[src/rtl/input_skew_feeder_if.sv]
// Handshake and operand bus between the upstream pair source and input_skew_feeder.
// The optional stall_cnt statistic (FEEDER_STATS_EN) is a plain port on the feeder, not part of this bus.
interface input_skew_feeder_if;
    logic        in_valid;
    logic [63:0] in_data;
    logic        in_ready;
    logic        start;
    logic [7:0]  k_len;
    logic        busy;
    logic [31:0] row0_data;
    logic        row0_valid;
    logic [31:0] row1_data;
    logic        row1_valid;
    logic        tile_done;

    modport master (
        output in_valid, in_data, start, k_len,
        input  in_ready, busy, row0_data, row0_valid, row1_data, row1_valid, tile_done
    );

    modport slave (
        input  in_valid, in_data, start, k_len,
        output in_ready, busy, row0_data, row0_valid, row1_data, row1_valid, tile_done
    );
endinterface

[src/rtl/input_skew_feeder.sv]
// Buffers 64-bit element pairs and feeds them to a systolic edge, row 1 skewed one cycle behind row 0.
// Define FEEDER_STATS_EN to add the saturating stall_cnt output.
module input_skew_feeder #(
    parameter int unsigned FIFO_DEPTH = 4
) (
    input logic               clk,
    input logic               rst,
    input_skew_feeder_if.slave bus
`ifdef FEEDER_STATS_EN
    ,
    output logic [15:0]       stall_cnt
`endif
);

    localparam int unsigned PtrW = $clog2(FIFO_DEPTH);
    localparam int unsigned CntW = $clog2(FIFO_DEPTH + 1);

    typedef enum logic [1:0] {StIdle, StFeed, StDrain} state_e;

    logic [63:0]     mem_q [FIFO_DEPTH];
    logic [PtrW-1:0] wr_ptr_q, wr_ptr_d;
    logic [PtrW-1:0] rd_ptr_q, rd_ptr_d;
    logic [CntW-1:0] count_q, count_d;
    logic            push, pop, fifo_nonempty;
    logic [63:0]     pop_data;

    state_e      state_q;
    logic [7:0]  remaining_q;
    logic [31:0] row0_data_q, row1_data_q, lo_dly_q;
    logic        row0_valid_q, row1_valid_q, lo_vld_q, tile_done_q;

    assign fifo_nonempty = (count_q != '0);
    assign bus.in_ready  = (count_q < CntW'(FIFO_DEPTH)) && !rst;
    assign push          = bus.in_valid && bus.in_ready;
    // Pop only from registered occupancy, so a pair pushed this edge is not visible until the next.
    assign pop           = (state_q == StFeed) && fifo_nonempty;
    assign pop_data      = mem_q[rd_ptr_q];

    always_comb begin
        wr_ptr_d = wr_ptr_q;
        rd_ptr_d = rd_ptr_q;
        count_d  = count_q;
        if (push) wr_ptr_d = wr_ptr_q + PtrW'(1);
        if (pop)  rd_ptr_d = rd_ptr_q + PtrW'(1);
        unique case ({push, pop})
            2'b10:   count_d = count_q + CntW'(1);
            2'b01:   count_d = count_q - CntW'(1);
            default: count_d = count_q;
        endcase
    end

    always_ff @(posedge clk) begin
        if (rst) begin
            wr_ptr_q <= '0;
            rd_ptr_q <= '0;
            count_q  <= '0;
        end else begin
            wr_ptr_q <= wr_ptr_d;
            rd_ptr_q <= rd_ptr_d;
            count_q  <= count_d;
        end
    end

    always_ff @(posedge clk) begin
        if (push) mem_q[wr_ptr_q] <= bus.in_data;
    end

    always_ff @(posedge clk) begin
        if (rst) begin
            state_q      <= StIdle;
            remaining_q  <= '0;
            row0_data_q  <= '0;
            row0_valid_q <= 1'b0;
            row1_data_q  <= '0;
            row1_valid_q <= 1'b0;
            lo_dly_q     <= '0;
            lo_vld_q     <= 1'b0;
            tile_done_q  <= 1'b0;
        end else begin
            // Row 1 always replays the low half held back from the previous cycle.
            row1_data_q  <= lo_vld_q ? lo_dly_q : '0;
            row1_valid_q <= lo_vld_q;
            tile_done_q  <= 1'b0;
            unique case (state_q)
                StIdle: begin
                    row0_data_q  <= '0;
                    row0_valid_q <= 1'b0;
                    lo_vld_q     <= 1'b0;
                    if (bus.start) begin
                        if (bus.k_len != 8'd0) begin
                            remaining_q <= bus.k_len;
                            state_q     <= StFeed;
                        end else begin
                            tile_done_q <= 1'b1;
                        end
                    end
                end
                StFeed: begin
                    if (pop) begin
                        row0_data_q  <= pop_data[63:32];
                        row0_valid_q <= 1'b1;
                        lo_dly_q     <= pop_data[31:0];
                        lo_vld_q     <= 1'b1;
                        remaining_q  <= remaining_q - 8'd1;
                        if (remaining_q == 8'd1) state_q <= StDrain;
                    end else begin
                        row0_data_q  <= '0;
                        row0_valid_q <= 1'b0;
                        lo_vld_q     <= 1'b0;
                    end
                end
                StDrain: begin
                    row0_data_q  <= '0;
                    row0_valid_q <= 1'b0;
                    lo_vld_q     <= 1'b0;
                    tile_done_q  <= 1'b1;
                    state_q      <= StIdle;
                end
                default: state_q <= StIdle;
            endcase
        end
    end

    assign bus.busy       = (state_q != StIdle);
    assign bus.row0_data  = row0_data_q;
    assign bus.row0_valid = row0_valid_q;
    assign bus.row1_data  = row1_data_q;
    assign bus.row1_valid = row1_valid_q;
    assign bus.tile_done  = tile_done_q;

`ifdef FEEDER_STATS_EN
    logic [15:0] stall_cnt_q;

    always_ff @(posedge clk) begin
        if (rst || (state_q == StIdle && bus.start)) begin
            stall_cnt_q <= '0;
        end else if (state_q == StFeed && !fifo_nonempty && stall_cnt_q != 16'hFFFF) begin
            stall_cnt_q <= stall_cnt_q + 16'd1;
        end
    end

    assign stall_cnt = stall_cnt_q;
`endif

endmodule

[src/flat_wrapper.sv]
// flat-port wrapper written by rule: the top's interface ports become plain ports
module input_skew_feeder_flat 
#(
    parameter int unsigned FIFO_DEPTH = 4
)
  (clk, rst, bus_in_valid, bus_in_data, bus_start, bus_k_len, bus_in_ready, bus_busy, bus_row0_data, bus_row0_valid, bus_row1_data, bus_row1_valid, bus_tile_done);
  input_skew_feeder_if bus_i ();
  input logic clk;
  input logic rst;
  input wire logic [$bits(bus_i.in_valid)-1:0] bus_in_valid;
  input wire logic [$bits(bus_i.in_data)-1:0] bus_in_data;
  input wire logic [$bits(bus_i.start)-1:0] bus_start;
  input wire logic [$bits(bus_i.k_len)-1:0] bus_k_len;
  output wire logic [$bits(bus_i.in_ready)-1:0] bus_in_ready;
  output wire logic [$bits(bus_i.busy)-1:0] bus_busy;
  output wire logic [$bits(bus_i.row0_data)-1:0] bus_row0_data;
  output wire logic [$bits(bus_i.row0_valid)-1:0] bus_row0_valid;
  output wire logic [$bits(bus_i.row1_data)-1:0] bus_row1_data;
  output wire logic [$bits(bus_i.row1_valid)-1:0] bus_row1_valid;
  output wire logic [$bits(bus_i.tile_done)-1:0] bus_tile_done;
  assign bus_i.in_valid = bus_in_valid;
  assign bus_i.in_data = bus_in_data;
  assign bus_i.start = bus_start;
  assign bus_i.k_len = bus_k_len;
  assign bus_in_ready = bus_i.in_ready;
  assign bus_busy = bus_i.busy;
  assign bus_row0_data = bus_i.row0_data;
  assign bus_row0_valid = bus_i.row0_valid;
  assign bus_row1_data = bus_i.row1_data;
  assign bus_row1_valid = bus_i.row1_valid;
  assign bus_tile_done = bus_i.tile_done;
  input_skew_feeder #(.FIFO_DEPTH(FIFO_DEPTH)) u_core (.clk(clk), .rst(rst), .bus(bus_i));
endmodule
[config.mk]
export PLATFORM = sky130hd
export DESIGN_NAME = input_skew_feeder_flat
export DESIGN_NICKNAME = d
export VERILOG_FILES = /design/src/rtl/input_skew_feeder_if.sv /design/src/rtl/input_skew_feeder.sv /design/src/flat_wrapper.sv
export SDC_FILE = /design/constraint.sdc
export NUM_CORES = 1
export LEC_CHECK = 0
export BUFFER_PORTS_ARGS = -buffer_cell sky130_fd_sc_hd__buf_2
export CORE_MARGIN = 2
export CORE_UTILIZATION = 50
export DETAILED_ROUTE_END_ITERATION = 10
export GPL_ROUTABILITY_DRIVEN = 0
export PLACE_DENSITY_LB_ADDON = 0.05
export SETUP_SLACK_MARGIN = 0.4
export SLEW_MARGIN = 20
export SYNTH_ARGS = -nofsm -noshare
export SYNTH_HDL_FRONTEND = slang
export SYNTH_SLANG_ARGS = --single-unit
[constraint.sdc]
create_clock -name clk -period 2.95 [get_ports clk]
set_input_delay 0.1475 -clock clk [delete_from_list [all_inputs] [get_ports clk]]
set_output_delay 0.1475 -clock clk [all_outputs]
set_load 0.01 [all_outputs]
==> impl_metrics.prom, run 1 <==
# TYPE chip_impl_metric gauge
chip_impl_info{name="netlist_top_cells_area",value="sky130_fd_sc_hd__edfxtp_1 57%, sky130_fd_sc_hd__dfxtp_1 18%, sky130_fd_sc_hd__mux4_2 11%, sky130_fd_sc_hd__a22o_1 2.1%, sky130_fd_sc_hd__nand2_1 2.0%"} 1
chip_impl_info{name="critical_path_class",value="flop to flop"} 1
chip_impl_metric{name="maxSlewViolCount",unit=""} 0
chip_impl_metric{name="initialDrtViolationCount",unit=""} 511
chip_impl_metric{name="path_max_fanout",unit=""} 10
chip_impl_metric{name="stdcell_area",unit="µm²"} 16500
chip_impl_metric{name="fin_ws",unit="ns"} 0.617
chip_impl_metric{name="fillers",unit=""} 1910
chip_impl_info{name="netlist.top_cell.by_area",value="sky130_fd_sc_hd__edfxtp_1"} 1
chip_impl_info{name="outcome",value="finished clean"} 1
chip_impl_metric{name="finish.net_count",unit=""} 1070
chip_impl_info{name="clockRootBuffer",value="sky130_fd_sc_hd__clkbuf_16"} 1
chip_impl_info{name="critical_path.endpoint_type",value="flop"} 1
chip_impl_metric{name="worst_slew_margin_rel",unit="%"} 59.4
chip_impl_metric{name="measured_slew_at_the_worst_slew_check_pin",unit="ns"} 0.609
chip_impl_metric{name="synth-edff-count",unit=""} 256
chip_impl_metric{name="clk_latency",unit="ns"} 0.52
chip_impl_metric{name="finalSetupTns",unit="ns"} 0
chip_impl_info{name="grt_setup_unrepaired",value="false"} 1
chip_impl_metric{name="power.density_cell_area",unit="nW/µm²"} 712
chip_impl_metric{name="hold_violations",unit=""} 0
chip_impl_metric{name="timing.final.crit_share",unit="%"} 79.1
chip_impl_metric{name="yosysWarningCount",unit=""} 0
chip_impl_metric{name="post_cts_repair_setup_buffers",unit=""} 0
chip_impl_metric{name="syn_area",unit="µm²"} 13400
chip_impl_metric{name="place_ws",unit="ns"} 0.540
chip_impl_metric{name="postSynthCellCount",unit=""} 758
chip_impl_metric{name="finalPower",unit="W"} 0.0117
chip_impl_metric{name="clk_pin_slew_worst_paths",unit="ns"} 0.06
chip_impl_metric{name="drive_gt1_share",unit="%"} 29.7
chip_impl_info{name="crit_path_start_kind",value="flop"} 1
chip_impl_metric{name="grt_usage",unit="%"} 19.0
chip_impl_metric{name="global_route.overflow_total",unit=""} 0
chip_impl_metric{name="cts.sink_count",unit=""} 374
chip_impl_metric{name="synth-seq-cells",unit=""} 374
chip_impl_metric{name="grt_pass1_vias",unit=""} 7650
chip_impl_metric{name="asyncSetResetFlopFracSynth",unit="%"} 0
chip_impl_metric{name="regArea",unit="µm²"} 10100
chip_impl_info{name="hp-class",value="input pin to flop"} 1
chip_impl_metric{name="p_leak",unit="nW"} 5.87
chip_impl_metric{name="routed-via-count",unit=""} 7277
chip_impl_metric{name="largest_clock_skew_in_the_final_design",unit="ns"} 0.0180
chip_impl_metric{name="remaining_drc_errors",unit=""} 0
chip_impl_metric{name="fp.dieW",unit="µm"} 168
chip_impl_metric{name="postRouteAntennaNets",unit=""} 0
chip_impl_metric{name="start_util",unit="%"} 51.1
chip_impl_metric{name="setup_viol",unit=""} 0
chip_impl_metric{name="design.die.area",unit="µm²"} 28100
chip_impl_metric{name="postSynthAreaPerCell",unit="µm²"} 17.7
chip_impl_metric{name="num_antenna_cells",unit=""} 0
chip_impl_metric{name="synth-seq-area-share",unit="%"} 75.0
chip_impl_metric{name="numCtsBuffers",unit=""} 38
chip_impl_metric{name="drt_wl_total",unit="µm"} 26400
chip_impl_metric{name="timing.critical_path.required",unit="ns"} 3.39
chip_impl_metric{name="fin_util",unit="%"} 62.9
chip_impl_metric{name="synthDominantCellAreaShare",unit="%"} 57.4
chip_impl_metric{name="synth_cell_type_count",unit=""} 51
chip_impl_info{name="layout_commonest_cell",value="sky130_fd_sc_hd__edfxtp_1"} 1
chip_impl_metric{name="peak_supply_drop",unit="mV"} 0.768
chip_impl_metric{name="place.port_buffers",unit=""} 144
chip_impl_info{name="synthFlopType",value="sky130_fd_sc_hd__edfxtp_1"} 1
chip_impl_metric{name="htree_num_levels",unit=""} 2
chip_impl_metric{name="io-pin-count",unit=""} 145
chip_impl_metric{name="final_period_minus_worst_setup_slack",unit="ns"} 2.33
chip_impl_metric{name="placed_cell_area",unit="µm²"} 14600
chip_impl_metric{name="num_rows",unit=""} 59
chip_impl_metric{name="antenna_found_initial",unit=""} 0
chip_impl_info{name="final_cell_mix",value="256 x sky130_fd_sc_hd__edfxtp_1, 144 x sky130_fd_sc_hd__buf_2, 116 x sky130_fd_sc_hd__dfxtp_1"} 1
chip_impl_metric{name="cap_violations",unit=""} 0
chip_impl_metric{name="p_r_area_growth_vs_syn",unit="%"} 23.0
chip_impl_metric{name="postSynthNetCount",unit=""} 842
chip_impl_metric{name="fp.coreArea",unit="µm²"} 26200
chip_impl_info{name="tritoncts",value="done"} 1
chip_impl_metric{name="drt_first_pass_iters",unit=""} 5
chip_impl_metric{name="routedWlPerCell",unit="µm"} 19.6
chip_impl_metric{name="die_h",unit="µm"} 168
chip_impl_metric{name="grt_start_max_net_pins",unit=""} 63
chip_impl_metric{name="viasPerCell",unit=""} 5.39
chip_impl_metric{name="grt_first_pass_wirelength",unit="µm"} 41200
chip_impl_metric{name="cts_buffer_depth",unit=""} 3
chip_impl_metric{name="area_used_by_multi_input_combinational_logic",unit="µm²"} 3100
chip_impl_metric{name="hpwlAfterDp",unit="µm"} 15500
chip_impl_metric{name="achievable-frequency",unit="MHz"} 429
chip_impl_metric{name="worst_ep_arrival_time",unit="ns"} 2.77
-- metrics by stage --
step / hold WS [ns] / std cells
after floorplan: 0.246 / 758
after global placement: 0.359 / 1214
after detailed placement: 0.362 / 1214
after CTS: 0.00709 / 1349
after global routing: 0.0265 / 1349
final: 0.00908 / 1349
-- cells in the mapped netlist, types with 2 or more instances --
master and n:
sky130_fd_sc_hd__a31o_1 2, sky130_fd_sc_hd__and3_1 7, sky130_fd_sc_hd__a221oi_1 2, sky130_fd_sc_hd__o32ai_1 4
sky130_fd_sc_hd__a21oi_1 47, sky130_fd_sc_hd__ha_1 7, sky130_fd_sc_hd__xnor2_1 2, sky130_fd_sc_hd__clkbuf_1 19
sky130_fd_sc_hd__nor3_1 5, sky130_fd_sc_hd__buf_4 14, sky130_fd_sc_hd__mux4_2 64, sky130_fd_sc_hd__a31oi_1 2
sky130_fd_sc_hd__dfxtp_1 118, sky130_fd_sc_hd__nand2_1 72, sky130_fd_sc_hd__buf_6 3, sky130_fd_sc_hd__edfxtp_1 256
sky130_fd_sc_hd__buf_2 6, sky130_fd_sc_hd__o22ai_1 3, sky130_fd_sc_hd__nor4_2 2, sky130_fd_sc_hd__xor2_1 3
sky130_fd_sc_hd__nor2_1 14, sky130_fd_sc_hd__nand2b_1 2, sky130_fd_sc_hd__a22o_1 32, sky130_fd_sc_hd__and2_1 33
sky130_fd_sc_hd__nand3_1 5, sky130_fd_sc_hd__inv_1 9
-- per-layer routing --
metal  global-route usage, %  up-vias  share of wire (%)
met4                    5.82        0                2.0
li1                        -     3382                  -
met3                    3.69       47                4.7
met2                    32.1      210                 49
met5                       0        -                  0
met1                    25.2     3638                 44
-- timing repair --
action	in CTS	in global routing
hold buffers	67	0
hold endpoints to repair	259	0
gates resized for setup	0	1
endpoints found under the setup margin	0	1
-- kinds of logic after synthesis --
logic type | after synthesis | synth area share, %
buffers and inverters | 53 | 2.10
flip-flops | 374 | 75.0
AND/OR/NAND/NOR | 155 | 5.96
multiplexers | 64 | 10.8
AO/OA/AOI/OAI | 99 | 5.04
adder cells (fa/ha/maj) | 8 | 0.803
XOR/XNOR | 5 | 0.327
-- worst paths after layout --
check / slack, ns / cells past startpoint / end / from
min: 0.009 / 3 / u_core.remaining_q[2]$_SDFFE_PP0P_ / bus_k_len[2]
max: 0.62 / 9 / u_core.count_q[2]$_SDFFE_PP0P_ / u_core.state_q[0]$_SDFFE_PP0P_
min reg2reg: 0.45 / 2 / u_core.lo_dly_q[25]$_SDFFE_PP0P_ / u_core.lo_dly_q[25]$_SDFFE_PP0P_
max reg2reg: 0.62 / 9 / u_core.count_q[2]$_SDFFE_PP0P_ / u_core.state_q[0]$_SDFFE_PP0P_
-- power by group --
part,switching (W),internal [W]
Combinational,0.000535,0.000525
Sequential,0.000125,0.00582
Clock,0.00185,0.00288
Total,0.00251,0.00923
-- flip-flops by register name, indices dropped and copies added (netlist names), named ones only --
signal / flops
u_core.wr_ptr_q: 2
u_core.rd_ptr_q: 2
u_core.lo_dly_q: 32
u_core.remaining_q: 8
u_core.bus.row0_data: 32
u_core.bus.row1_data: 32
u_core.bus.tile_done: 1
u_core.count_q: 3
u_core.mem_q: 256
u_core.state_q: 2
u_core.lo_vld_q: 1
u_core.bus.row1_valid: 1
-- cell type report --
type	count	area share, %
Multi-Input combinational cell	331	18.8
Inverter	10	0.228
Sequential cell	374	61.0
Tap cell	335	2.54
Clock buffer	54	6.51
Clock inverter	14	1.06
Timing Repair Buffer	231	9.81
-- critical path, stage by stage, from the launching register on --
cell and delay, ns:
sky130_fd_sc_hd__dfxtp_1 0.50, sky130_fd_sc_hd__nor2b_4 0.34, sky130_fd_sc_hd__nand2_4 0.07, sky130_fd_sc_hd__inv_2 0.06
sky130_fd_sc_hd__ha_1 0.17, sky130_fd_sc_hd__inv_1 0.07, sky130_fd_sc_hd__fa_1 0.43, sky130_fd_sc_hd__xor2_1 0.16
sky130_fd_sc_hd__or3_1 0.32, sky130_fd_sc_hd__a21oi_1 0.15
No activity file was read; power rests on OpenSTA's default activity.
==> inputs of run 2 (changes only) <==
Clock period 2.95 ns to 1.97 ns, I/O delays scaled along.
==> run 2 against run 1 <==
Non-clock buffer count rose by 43. Clock power rose by 54%. First-iteration DRC count increased by 9.4%. Sequential share of layout area shrank 2.9 points. Core utilization grew 3.2 points. Wire length grew 6.7%. Setup slack got worse by 0.53 ns. Sequential cell count unchanged. Global-route usage is 0.95 points higher. Critical path type unchanged. Critical endpoint unchanged. Largest cell class unchanged.
==> impl_metrics.prom, run 2 (synthesis results as in run 1) <==
# TYPE chip_impl_metric gauge
chip_impl_info{name="outcome",value="finished clean"} 1
chip_impl_metric{name="worst_ep_arrival_time",unit="ns"} 2.33
chip_impl_metric{name="fp.dieW",unit="µm"} 168
chip_impl_info{name="layout_commonest_cell",value="sky130_fd_sc_hd__edfxtp_1"} 1
chip_impl_metric{name="finalSetupTns",unit="ns"} 0
chip_impl_info{name="critical_path_class",value="flop to flop"} 1
chip_impl_metric{name="fillers",unit=""} 1814
chip_impl_metric{name="design.die.area",unit="µm²"} 28100
chip_impl_metric{name="achievable-frequency",unit="MHz"} 531
chip_impl_info{name="critical_path.endpoint_type",value="flop"} 1
chip_impl_metric{name="finalPower",unit="W"} 0.0183
chip_impl_metric{name="start_util",unit="%"} 51.1
chip_impl_metric{name="routedWlPerCell",unit="µm"} 20.2
chip_impl_metric{name="grt_pass1_vias",unit=""} 7929
chip_impl_metric{name="hold_violations",unit=""} 0
chip_impl_metric{name="finalHoldWorstSlack",unit="ns"} 0.0248
chip_impl_metric{name="cts.sink_count",unit=""} 374
chip_impl_metric{name="reg2reg_slack",unit="ns"} 0.09
chip_impl_metric{name="p_leak",unit="nW"} 6.24
chip_impl_metric{name="grt_start_max_net_pins",unit=""} 34
chip_impl_metric{name="die_h",unit="µm"} 168
chip_impl_metric{name="fp.coreArea",unit="µm²"} 26200
chip_impl_metric{name="htree_num_levels",unit=""} 2
chip_impl_metric{name="clk_latency",unit="ns"} 0.53
chip_impl_metric{name="peak_supply_drop",unit="mV"} 0.801
chip_impl_metric{name="global_route.overflow_total",unit=""} 0
chip_impl_metric{name="path_max_fanout",unit=""} 3
chip_impl_metric{name="p_r_area_growth_vs_syn",unit="%"} 29.2
chip_impl_metric{name="stdcell_area",unit="µm²"} 17300
chip_impl_metric{name="final_period_minus_worst_setup_slack",unit="ns"} 1.88
chip_impl_info{name="final_cell_mix",value="256 x sky130_fd_sc_hd__edfxtp_1, 143 x sky130_fd_sc_hd__buf_2, 111 x sky130_fd_sc_hd__dfxtp_1"} 1
chip_impl_info{name="tritoncts",value="done"} 1
chip_impl_metric{name="timing.critical_path.required",unit="ns"} 2.42
chip_impl_metric{name="antenna_found_initial",unit=""} 1
chip_impl_metric{name="initialDrtViolationCount",unit=""} 559
chip_impl_metric{name="power.density_cell_area",unit="nW/µm²"} 1060
chip_impl_metric{name="cts_buffer_depth",unit=""} 3
chip_impl_metric{name="clk_pin_slew_worst_paths",unit="ns"} 0.06
chip_impl_metric{name="largest_reg_flops",unit=""} 256
chip_impl_metric{name="placed_cell_area",unit="µm²"} 14700
chip_impl_metric{name="drt_first_pass_iters",unit=""} 7
chip_impl_metric{name="drive_gt1_share",unit="%"} 34.4
chip_impl_metric{name="cap_violations",unit=""} 0
chip_impl_metric{name="routed-via-count",unit=""} 7546
chip_impl_metric{name="io-pin-count",unit=""} 145
chip_impl_metric{name="viasPerCell",unit=""} 5.40
chip_impl_info{name="crit_path_start_kind",value="flop"} 1
chip_impl_metric{name="numCtsBuffers",unit=""} 39
chip_impl_metric{name="timing.final.crit_share",unit="%"} 95.6
chip_impl_metric{name="grt_usage",unit="%"} 19.9
chip_impl_metric{name="fin_util",unit="%"} 66.1
chip_impl_metric{name="place.port_buffers",unit=""} 144
chip_impl_info{name="hp-class",value="input pin to flop"} 1
chip_impl_metric{name="measured_slew_at_the_worst_slew_check_pin",unit="ns"} 0.963
chip_impl_metric{name="postRouteAntennaNets",unit=""} 0
chip_impl_metric{name="drt_wl_total",unit="µm"} 28200
chip_impl_metric{name="hpwlAfterDp",unit="µm"} 15900
chip_impl_metric{name="remaining_drc_errors",unit=""} 0
chip_impl_metric{name="num_rows",unit=""} 59
chip_impl_info{name="grt_setup_unrepaired",value="true"} 1
chip_impl_metric{name="setup_viol",unit=""} 0
chip_impl_metric{name="worst_slew_margin_rel",unit="%"} 35.6
chip_impl_info{name="clockRootBuffer",value="sky130_fd_sc_hd__clkbuf_16"} 1
chip_impl_info{name="regMostFlops",value="u_core.mem_q"} 1
chip_impl_metric{name="grt_first_pass_wirelength",unit="µm"} 43500
chip_impl_metric{name="finish.net_count",unit=""} 1114
chip_impl_metric{name="largest_clock_skew_in_the_final_design",unit="ns"} 0.0128
chip_impl_metric{name="maxSlewViolCount",unit=""} 0
## run 2: changes by cell type in the layout (fill, tap and decap cells not counted), sizes merged
cell,previous run,this run
buf,164,197
bufinv,4,1
clkbuf,54,62
clkinv,9,13
diode,0,1
dlygate4sd3,67,72
## run 2: final timing paths
check	startpoint	to	depth (start not counted)
hold reg to reg	u_core.lo_dly_q[5]$_SDFFE_PP0P_	u_core.lo_dly_q[5]$_SDFFE_PP0P_	2
setup / recovery	u_core.count_q[0]$_SDFFE_PP0P_	u_core.count_q[2]$_SDFFE_PP0P_	9
setup reg to reg	u_core.count_q[0]$_SDFFE_PP0P_	u_core.count_q[2]$_SDFFE_PP0P_	9
hold / removal	bus_k_len[7]	u_core.bus.tile_done$_SDFF_PP0_	4
## run 2: final cells by class
class | count | area (µm²) | share of cell area (%)
flip-flops and latches | 374 | 10100 | 58.1
multi-input cells | 331 | 3220 | 18.6
repair buffers | 274 | 2260 | 13.1
clock buffers | 57 | 1200 | 6.92
well taps | 335 | 419 | 2.42
clock inverters | 15 | 113 | 0.650
inverters | 10 | 40.0 | 0.231
diodes | 1 | 2.50 | 0.0145
## run 2: routing by layer
metal | global-route usage (%) | part of all wire (%) | wire (µm)
met1 | 26.3 | 43 | 12000
met2 | 33.9 | 50 | 14000
met3 | 4.28 | 5.9 | 1670
met4 | 5.48 | 1.8 | 511
met5 | 0 | 0 | 0
## run 2: power by group
part           switching, W  total, W  internal, W
Sequential         0.000155   0.00888      0.00872
Combinational      0.000997   0.00213      0.00113
Clock               0.00291   0.00727      0.00437
Total               0.00406    0.0183       0.0142
## run 2: worst max-delay path, cell delays in order (launching register included)
cell	delay (ns)
sky130_fd_sc_hd__dfxtp_2	0.31
sky130_fd_sc_hd__or3_4	0.42
sky130_fd_sc_hd__nand2_8	0.10
sky130_fd_sc_hd__inv_4	0.05
sky130_fd_sc_hd__ha_4	0.15
sky130_fd_sc_hd__inv_2	0.05
sky130_fd_sc_hd__fa_2	0.19
sky130_fd_sc_hd__xor2_1	0.07
sky130_fd_sc_hd__or3_1	0.34
sky130_fd_sc_hd__a21oi_1	0.14
## run 2: per-stage QoR
stage | setup WS, ns | cells
global placement | 0.103 | 1222
detailed placement | 0.0126 | 1222
global route | 0.0160 | 1396
floorplan | -0.157 | 758
finish | 0.0869 | 1397
CTS | 0.110 | 1380
## run 2: timing repair
item	4_1_cts	5_1_grt
resized for setup	21	22
setup endpoints to repair	294	239
hold buffers	72	0
gates cloned	3	6
endpoints found under the hold margin	263	0
pin swaps	6	9
setup buffers	11	10
